===== config.mk =====
export PLATFORM = sky130hd
export DESIGN_NAME = i2s_receiver
export DESIGN_NICKNAME = d
export VERILOG_FILES = /design/src/rtl/i2s_receiver.sv
export SDC_FILE = /design/constraint.sdc
export NUM_CORES = 1
export LEC_CHECK = 0
export CAP_MARGIN = 25
export CELL_PAD_IN_SITES_DETAIL_PLACEMENT = 0
export CELL_PAD_IN_SITES_GLOBAL_PLACEMENT = 1
export CORE_AREA = 2 2 132 134
export DETAILED_ROUTE_END_ITERATION = 7
export DIE_AREA = 0 0 134 136
export PLACE_DENSITY_LB_ADDON = 0.1
export RECOVER_POWER = 100
export SLEW_MARGIN = 10
export SYNTH_ARGS = -nofsm -noshare
export SYNTH_HDL_FRONTEND = slang
export SYNTH_SLANG_ARGS = --single-unit

===== constraint.sdc =====
create_clock -name mclk -period 5.3 [get_ports mclk]
set_input_delay 1.59 -clock mclk [delete_from_list [all_inputs] [get_ports mclk]]
set_output_delay 1.59 -clock mclk [all_outputs]
set_load 0.01 [all_outputs]

===== src/rtl/i2s_receiver.sv =====
// I2S record-path receiver: oversamples bclk/lrc/dat on mclk, deserialises
// left/right words and presents each stereo pair on a valid/ready output.
module i2s_receiver #(
  parameter int SAMPLE_BITS = 16,
  parameter int SYNC_STAGES = 2
) (
  input  logic                   mclk,
  input  logic                   rst,
  input  logic                   audio_I2S_bclk,
  input  logic                   audio_I2S_reclrc,
  input  logic                   audio_I2S_recdat,
  output logic [SAMPLE_BITS-1:0] rx_left,
  output logic [SAMPLE_BITS-1:0] rx_right,
  output logic                   rx_valid,
  input  logic                   rx_ready,
  output logic                   overrun,
  input  logic                   overrun_clr,
  output logic                   frame_err
);

  localparam int CW = $clog2(SAMPLE_BITS + 1);
  localparam logic [CW-1:0] FULL = CW'(SAMPLE_BITS);

  typedef enum logic [1:0] {HUNT, DELAY, SHIFT, HOLD} state_t;
  state_t state;

  logic [SYNC_STAGES-1:0] bclk_sync, lrc_sync, dat_sync;
  logic                   bclk_d;
  logic                   bit_tick, lrc_s, dat_s, lrc_change;
  logic                   lrc_prev, channel, left_valid, pair_stb;
  logic [CW-1:0]          cnt, cnt_next;
  logic [SAMPLE_BITS-1:0] shreg, shifted, left_hold, right_hold;

  always_ff @(posedge mclk or posedge rst) begin
    if (rst) begin
      bclk_sync <= '0;
      lrc_sync  <= '0;
      dat_sync  <= '0;
      bclk_d    <= 1'b0;
    end else begin
      bclk_sync[0] <= audio_I2S_bclk;
      lrc_sync[0]  <= audio_I2S_reclrc;
      dat_sync[0]  <= audio_I2S_recdat;
      for (int i = 1; i < SYNC_STAGES; i++) begin
        bclk_sync[i] <= bclk_sync[i-1];
        lrc_sync[i]  <= lrc_sync[i-1];
        dat_sync[i]  <= dat_sync[i-1];
      end
      bclk_d <= bclk_sync[SYNC_STAGES-1];
    end
  end

  assign bit_tick   = bclk_sync[SYNC_STAGES-1] & ~bclk_d;
  assign lrc_s      = lrc_sync[SYNC_STAGES-1];
  assign dat_s      = dat_sync[SYNC_STAGES-1];
  assign lrc_change = lrc_s != lrc_prev;
  assign shifted    = {shreg[SAMPLE_BITS-2:0], dat_s};
  assign cnt_next   = (cnt == FULL) ? FULL : cnt + CW'(1);

  // The tick on which lrc changes carries the previous word's LSB and is the
  // new word's delay slot; DELAY only lasts one mclk cycle before SHIFT.
  always_ff @(posedge mclk or posedge rst) begin
    if (rst) begin
      state      <= HUNT;
      lrc_prev   <= 1'b0;
      channel    <= 1'b0;
      cnt        <= '0;
      shreg      <= '0;
      left_hold  <= '0;
      right_hold <= '0;
      left_valid <= 1'b0;
      pair_stb   <= 1'b0;
      frame_err  <= 1'b0;
    end else begin
      pair_stb  <= 1'b0;
      frame_err <= 1'b0;
      if (state == DELAY) begin
        cnt   <= '0;
        shreg <= '0;
        state <= SHIFT;
      end else if (bit_tick) begin
        lrc_prev <= lrc_s;
        case (state)
          HUNT: begin
            if (lrc_prev && !lrc_s) begin
              channel    <= 1'b0;
              left_valid <= 1'b0;
              cnt        <= '0;
              state      <= DELAY;
            end
          end
          SHIFT: begin
            shreg <= shifted;
            cnt   <= cnt_next;
            if (cnt_next == FULL) begin
              if (!channel) begin
                left_hold  <= shifted;
                left_valid <= 1'b1;
              end else begin
                right_hold <= shifted;
                if (left_valid) begin
                  pair_stb   <= 1'b1;
                  left_valid <= 1'b0;
                end
              end
              state <= HOLD;
            end else if (lrc_change) begin
              frame_err  <= 1'b1;
              left_valid <= 1'b0;
            end
          end
          default: ;
        endcase
        if (lrc_change && (state == SHIFT || state == HOLD)) begin
          channel <= lrc_s;
          cnt     <= '0;
          state   <= DELAY;
          if (!lrc_s) left_valid <= 1'b0;
        end
      end
    end
  end

  // Output handshake: a pair is transferred on every mclk edge where
  // rx_valid and rx_ready are both 1; rx_left/rx_right hold while rx_valid=1
  // and rx_ready=0, and a pair arriving then is dropped and flagged.
  always_ff @(posedge mclk or posedge rst) begin
    if (rst) begin
      rx_left  <= '0;
      rx_right <= '0;
      rx_valid <= 1'b0;
      overrun  <= 1'b0;
    end else begin
      if (pair_stb && (!rx_valid || rx_ready)) begin
        rx_left  <= left_hold;
        rx_right <= right_hold;
        rx_valid <= 1'b1;
      end else if (rx_valid && rx_ready) begin
        rx_valid <= 1'b0;
      end
      if (pair_stb && rx_valid && !rx_ready) overrun <= 1'b1;
      else if (overrun_clr)                  overrun <= 1'b0;
    end
  end

endmodule


* After elaboration in Yosys (flattened, before gate mapping)
Cells that the tools add are included.
** Cells by class
- $add $sub $neg :: 1
- Multipliers :: 0
- Div/mod/pow operators :: 0
- Order comparisons :: 0
- Equal/unequal tests :: 8
- Shift operators :: 0
- Multiplexer cells :: 40
- Bitwise logic cells :: 4
- Reduce and logical (&&, ||, !) cells :: 26
** Operator list (count)
- 15-bit 2-to-1 mux :: 3
- 5-bit 2-to-1 mux :: 5
- 1-bit 2-to-1 mux :: 24
- 2-bit nonzero test :: 6
- 5-bit == test, second input constant :: 2
- 2-bit 2-to-1 mux :: 5
- 5-bit case mux with 2 select lines :: 1
- 5-bit AND reduction :: 2
- 4-bit AND reduction :: 2
- 1-bit logical AND :: 6
- 5-bit by 1-bit adder with 5-bit output, second input constant :: 1
- 2-bit == test, second input constant :: 2
- 4-bit by 3-bit != test with 1-bit output, second input constant :: 1
- 4-bit != test, second input constant :: 1
- 2-bit case mux with 2 select lines :: 1
- 2-bit AND reduction :: 2
- 4-bit nonzero test :: 1
- 1-bit zero test :: 3
- 1-bit inverter :: 3
- 3-bit AND reduction :: 1
- 2-bit by 1-bit == test with 1-bit output, second input constant :: 1
- 2-bit zero test :: 1
- 1-bit logical OR :: 2
- 1-bit case mux with 2 select lines :: 1
- 2 further kinds :: 2
** Word-level totals
- Bits in registers :: 100
- Bits in latches :: 0
- RAM bits :: 0
- Memory bits (read-only) :: 0
- Logic and storage cells :: 97
- Memories kept :: 0

* Longest topological paths before layout
- Depth in word-level cells :: 8
- Gate-level depth with buffers :: 9
- Depth with buffers taken out :: 7

* Worst setup path before layout
Ideal clock, no wire load.
- Path kind :: input to register
- Start point :: input rx_ready
- End point :: register rx_left[0]
- Setup time :: 0.125 ns
- Arrival :: 2.591 ns
- Data required time :: 5.175 ns
- Slack :: 2.584 ns
- Stages :: 4
- Buffers on the path :: 1
- Cells stage by stage :: nand2b_1 nand2_1 buf_1 mux2_2
** On the way
- Cells in the longest elaborated chain, start to end :: 2
** Ends and longest elaborated chain
- start, declared :: RTL line 15 : input logic rx_ready,
- 1-bit logical OR :: RTL line 134 : if (pair_stb && (!rx_valid || rx_ready)) begin
- 1-bit logical AND :: RTL line 134
- end signal, assigned :: RTL line 135 : rx_left <= left_hold;
- end, declared :: RTL line 12 : output logic [SAMPLE_BITS-1:0] rx_left,
Every way passes these cells.
A chain may end at the register's enable or synchronous reset.

==> flow_metrics.py <==
metrics = {
    "critical_path": {
        "cp_num_cells": 3,
        "cp.required_ns": 5.79,
        "cp_top_family": "buffers and inverters",
        "reg2reg_to": "left_hold[10]$_DFFE_PP0P_",
        "r2r_start": "state[1]$_DFFE_PP0P_",
        "reg2reg_depth": 7,
        "timing.critical_path.buf_inv": 3,
        "slowest_delay_ns": 1.37,
        "critPathLaunchType": "input pin",
        "cp-end-kind": "async pin",
        "path_cells": "dlygate4sd3_1 -> clkinvlp_2 -> buf_4",
        "rrSetupSlack_ns": 2.28,
        "worstPathMaxFanout": 54,
        "cp_slowest_cell": "clkinvlp_2",
        "arrival_ns": 4.10,
        "critPathKind": "in -> async",
    },
    "detailed_routing": {
        "drt-wirelength-per-cell_um": 14.4,
        "vias_per_cell": 4.19,
        "vias": 2300,
        "finalWirelength_um": 7890,
        "drt.antenna.violating_nets": 0,
        "drt_iter0_drc": 109,
        "drt_first_pass_iters": 4,
        "drc_errors": 0,
    },
    "grt": {
        "grt_use_total_pct": 9.58,
        "antenna_found_initial": 0,
        "grt-ovfl-total": 0,
        "grt_pass1_vias": 2423,
        "grt_pass1_wl_um": 13300,
        "grt_max_degree": 55,
    },
    "floorplanning": {
        "ioPinCount": 42,
        "core_area_um2": 16900,
        "initial_core_util_pct": 24.3,
        "dieHeight_um": 136,
        "rows": 48,
        "die_width_um": 134,
        "die_area_um2": 18200,
    },
    "placement": {
        "port_buffers": 41,
        "place_hpwl_um": 4990,
        "globalplace.congestion": 0.725,
        "place_inst": 533,
    },
    "cts": {
        "clkSlewWorstSetupHoldPaths_ns": 0.06,
        "postCtsSetupBuffers": 0,
        "clock_path_buffers": 2,
        "cts_hold_buf": 0,
        "cts_resized": 0,
        "cts_buffers": 9,
        "cts.sinks": 100,
        "tritoncts": "built",
        "clk-insertion-delay-late_ns": 0.35,
        "h-tree-depth": 3,
        "cts_root_buf": "clkbuf_16",
    },
    "worst_hold_path": {
        "hold-path-endpoint": "lrc_sync[1]$_DFF_PP0_",
        "whs_path_depth": 0,
        "hold_path.class": "reg -> reg",
        "hold_start": "lrc_sync[0]$_DFF_PP0_",
    },
    "pwr": {
        "leakagePower_nw": 2.50,
        "p_per_area_nw_per_um2": 349,
        "ir_drop_mv": 0.169,
    },
    "finish": {
        "diodes": 0,
        "finalNonFillerCells": 549,
        "fin_nets": 334,
        "nFillCells": 1736,
        "syn_to_final_growth_pct": 19.5,
        "drive_gt1_share_pct": 21.0,
    },
    "logic_synthesis": {
        "synth_seq_cells": 100,
        "synthTopCellsByArea": "dfrtp_1 61%, mux2_2 13%, mux2_4 7.3%, a22o_1 3.6%, ha_1 2.4%",
        "synthTopCellsByCount": "100 x dfrtp_1, 46 x mux2_2, 20 x mux2_4",
        "ys.flop_type": "dfrtp_1",
        "synth_cell_types": 42,
        "synth_top_area_share_pct": 60.9,
        "synth_area_um2": 4110,
        "syn_inst": 273,
        "synthesis.area_per_instance_um2": 15.1,
        "syn_nets": 288,
        "yosysWarnings": 0,
        "seq_area_frac_synth_pct": 60.9,
        "synth-async-reset-ratio_pct": 100,
        "synth_top_area_cell": "dfrtp_1",
        "yosysMostFrequentCell": "dfrtp_1",
        "synth_edf_count": 0,
    },
    "timing": {
        "timing.slew.headroom_pct": -62.0,
        "setup_viol": 0,
        "worst_pin_slew_ns": 2.42,
        "finalClockSkew_ns": 0.00796,
        "fin_setup_tns_ns": 0,
        "finalCritPeriodShare_pct": 68.1,
        "hold_viol": 0,
        "post-route-min-period_ns": 3.61,
        "rsz0062_at_grt": "no",
        "slew_viol_final": 55,
        "fmax_mhz": 277,
    },
    "status": {
        "status": "finished with violations",
        "violations": "capacitance limit, slew limit",
    },
    "job": {
        "drv_cap": 1,
    },
}
==> state kept, by name (all words and copies together), names as in the netlist <==
signal      count
left_hold      16
right_hold     16
rx_left        16
rx_right       16
shreg          15
cnt             5
bclk_sync       2
dat_sync        2
lrc_sync        2
state           2
bclk_d          1
channel         1
frame_err       1
left_valid      1
lrc_prev        1
overrun         1
pair_stb        1
rx_valid        1
==> cell families (layout without fill, tap and decap cells) <==
kind of cell / Yosys count / count (layout) / synth area share, %
simple gates: 43 / 43 / 6.64
fa+ha+maj: 8 / 8 / 2.44
compound gates: 34 / 34 / 6.67
buf+inv: 20 / 71 / 2.98
mux: 67 / 67 / 20.2
flops: 100 / 100 / 60.9
xor+xnor: 1 / 1 / 0.213
==> how the worst max path moves through the flow <==
| stage | startpoint | endpoint | slack [ns] |
|---|---|---|---|
| floorplan | rst | bclk_d$_DFF_PP0_ | 1.09 |
| global placement | rx_ready | rx_right[7]$_DFFE_PP0P_ | 2.15 |
| detailed placement | rx_ready | rx_left[0]$_DFFE_PP0P_ | 2.10 |
| CTS | rx_right[9]$_DFFE_PP0P_ | rx_right[9] | 2.39 |
| global route | rst | left_valid$_DFFE_PP0P_ | 1.22 |
| finish | rst | lrc_prev$_DFFE_PP0P_ | 1.69 |
==> metal layers <==
layer	part of all wire, %	GRT usage, %	vias up
met5	0	0	-
met4	1.9	3.78	0
li1	-	-	1074
met3	4.0	3.43	12
met1	49	13.0	1175
met2	45	13.8	39
==> where the power goes <==
group          switching, W  internal (W)  leakage (nW)
sequential        0.0000236      0.000790          1.37
clock              0.000294      0.000335         0.138
combinational      0.000166      0.000105         0.984
total              0.000484       0.00123          2.50
==> stage by stage <==
step	setup WS [ns]	total power [W]	util (%)	hold WS (ns)	cell area [um2]
floorplan	1.09	0.00103	-	0.331	4110
global placement	2.15	0.00112	28.2	0.331	4750
detailed placement	2.10	0.00111	28.2	0.340	4750
CTS	2.39	0.00176	29.8	0.358	5030
global route	1.22	0.00183	29.1	0.360	4910
finish	1.69	0.00171	29.1	0.355	4910
==> cell usage in the layout, fill, tap and decap left out, types with 2 or more instances in the layout <==
cell           netlist  routed
a21oi_1              2       2
a22o_1              17      17
and3_1               3       3
buf_4                0       5
clkbuf_1             4       2
clkbuf_16            0       9
dfrtp_1            100     100
dlygate4sd3_1        0      40
ha_1                 8       8
inv_1                9       8
inv_6                0       2
mux2_1               0      19
mux2_2              46      46
nand2_1             14      16
nand2b_1             4       4
nand3_1              2       2
nor2_1               2       3
nor2b_1              3       3
nor3_1               4       4
nor3b_1              1       2
o21bai_1             3       3
o31ai_1              2       2
==> area by class of cell <==
cell class | instances | area [um2] | area share [%]
Timing Repair Buffer | 46 | 448 | 9.12
Clock inverter | 4 | 31.3 | 0.637
Clock buffer | 12 | 246 | 5.02
Sequential cell | 100 | 2500 | 51.0
Inverter | 9 | 35.0 | 0.713
Multi-Input combinational cell | 153 | 1370 | 27.8
Tap cell | 225 | 282 | 5.73
(Power assumes the default switching activity.)
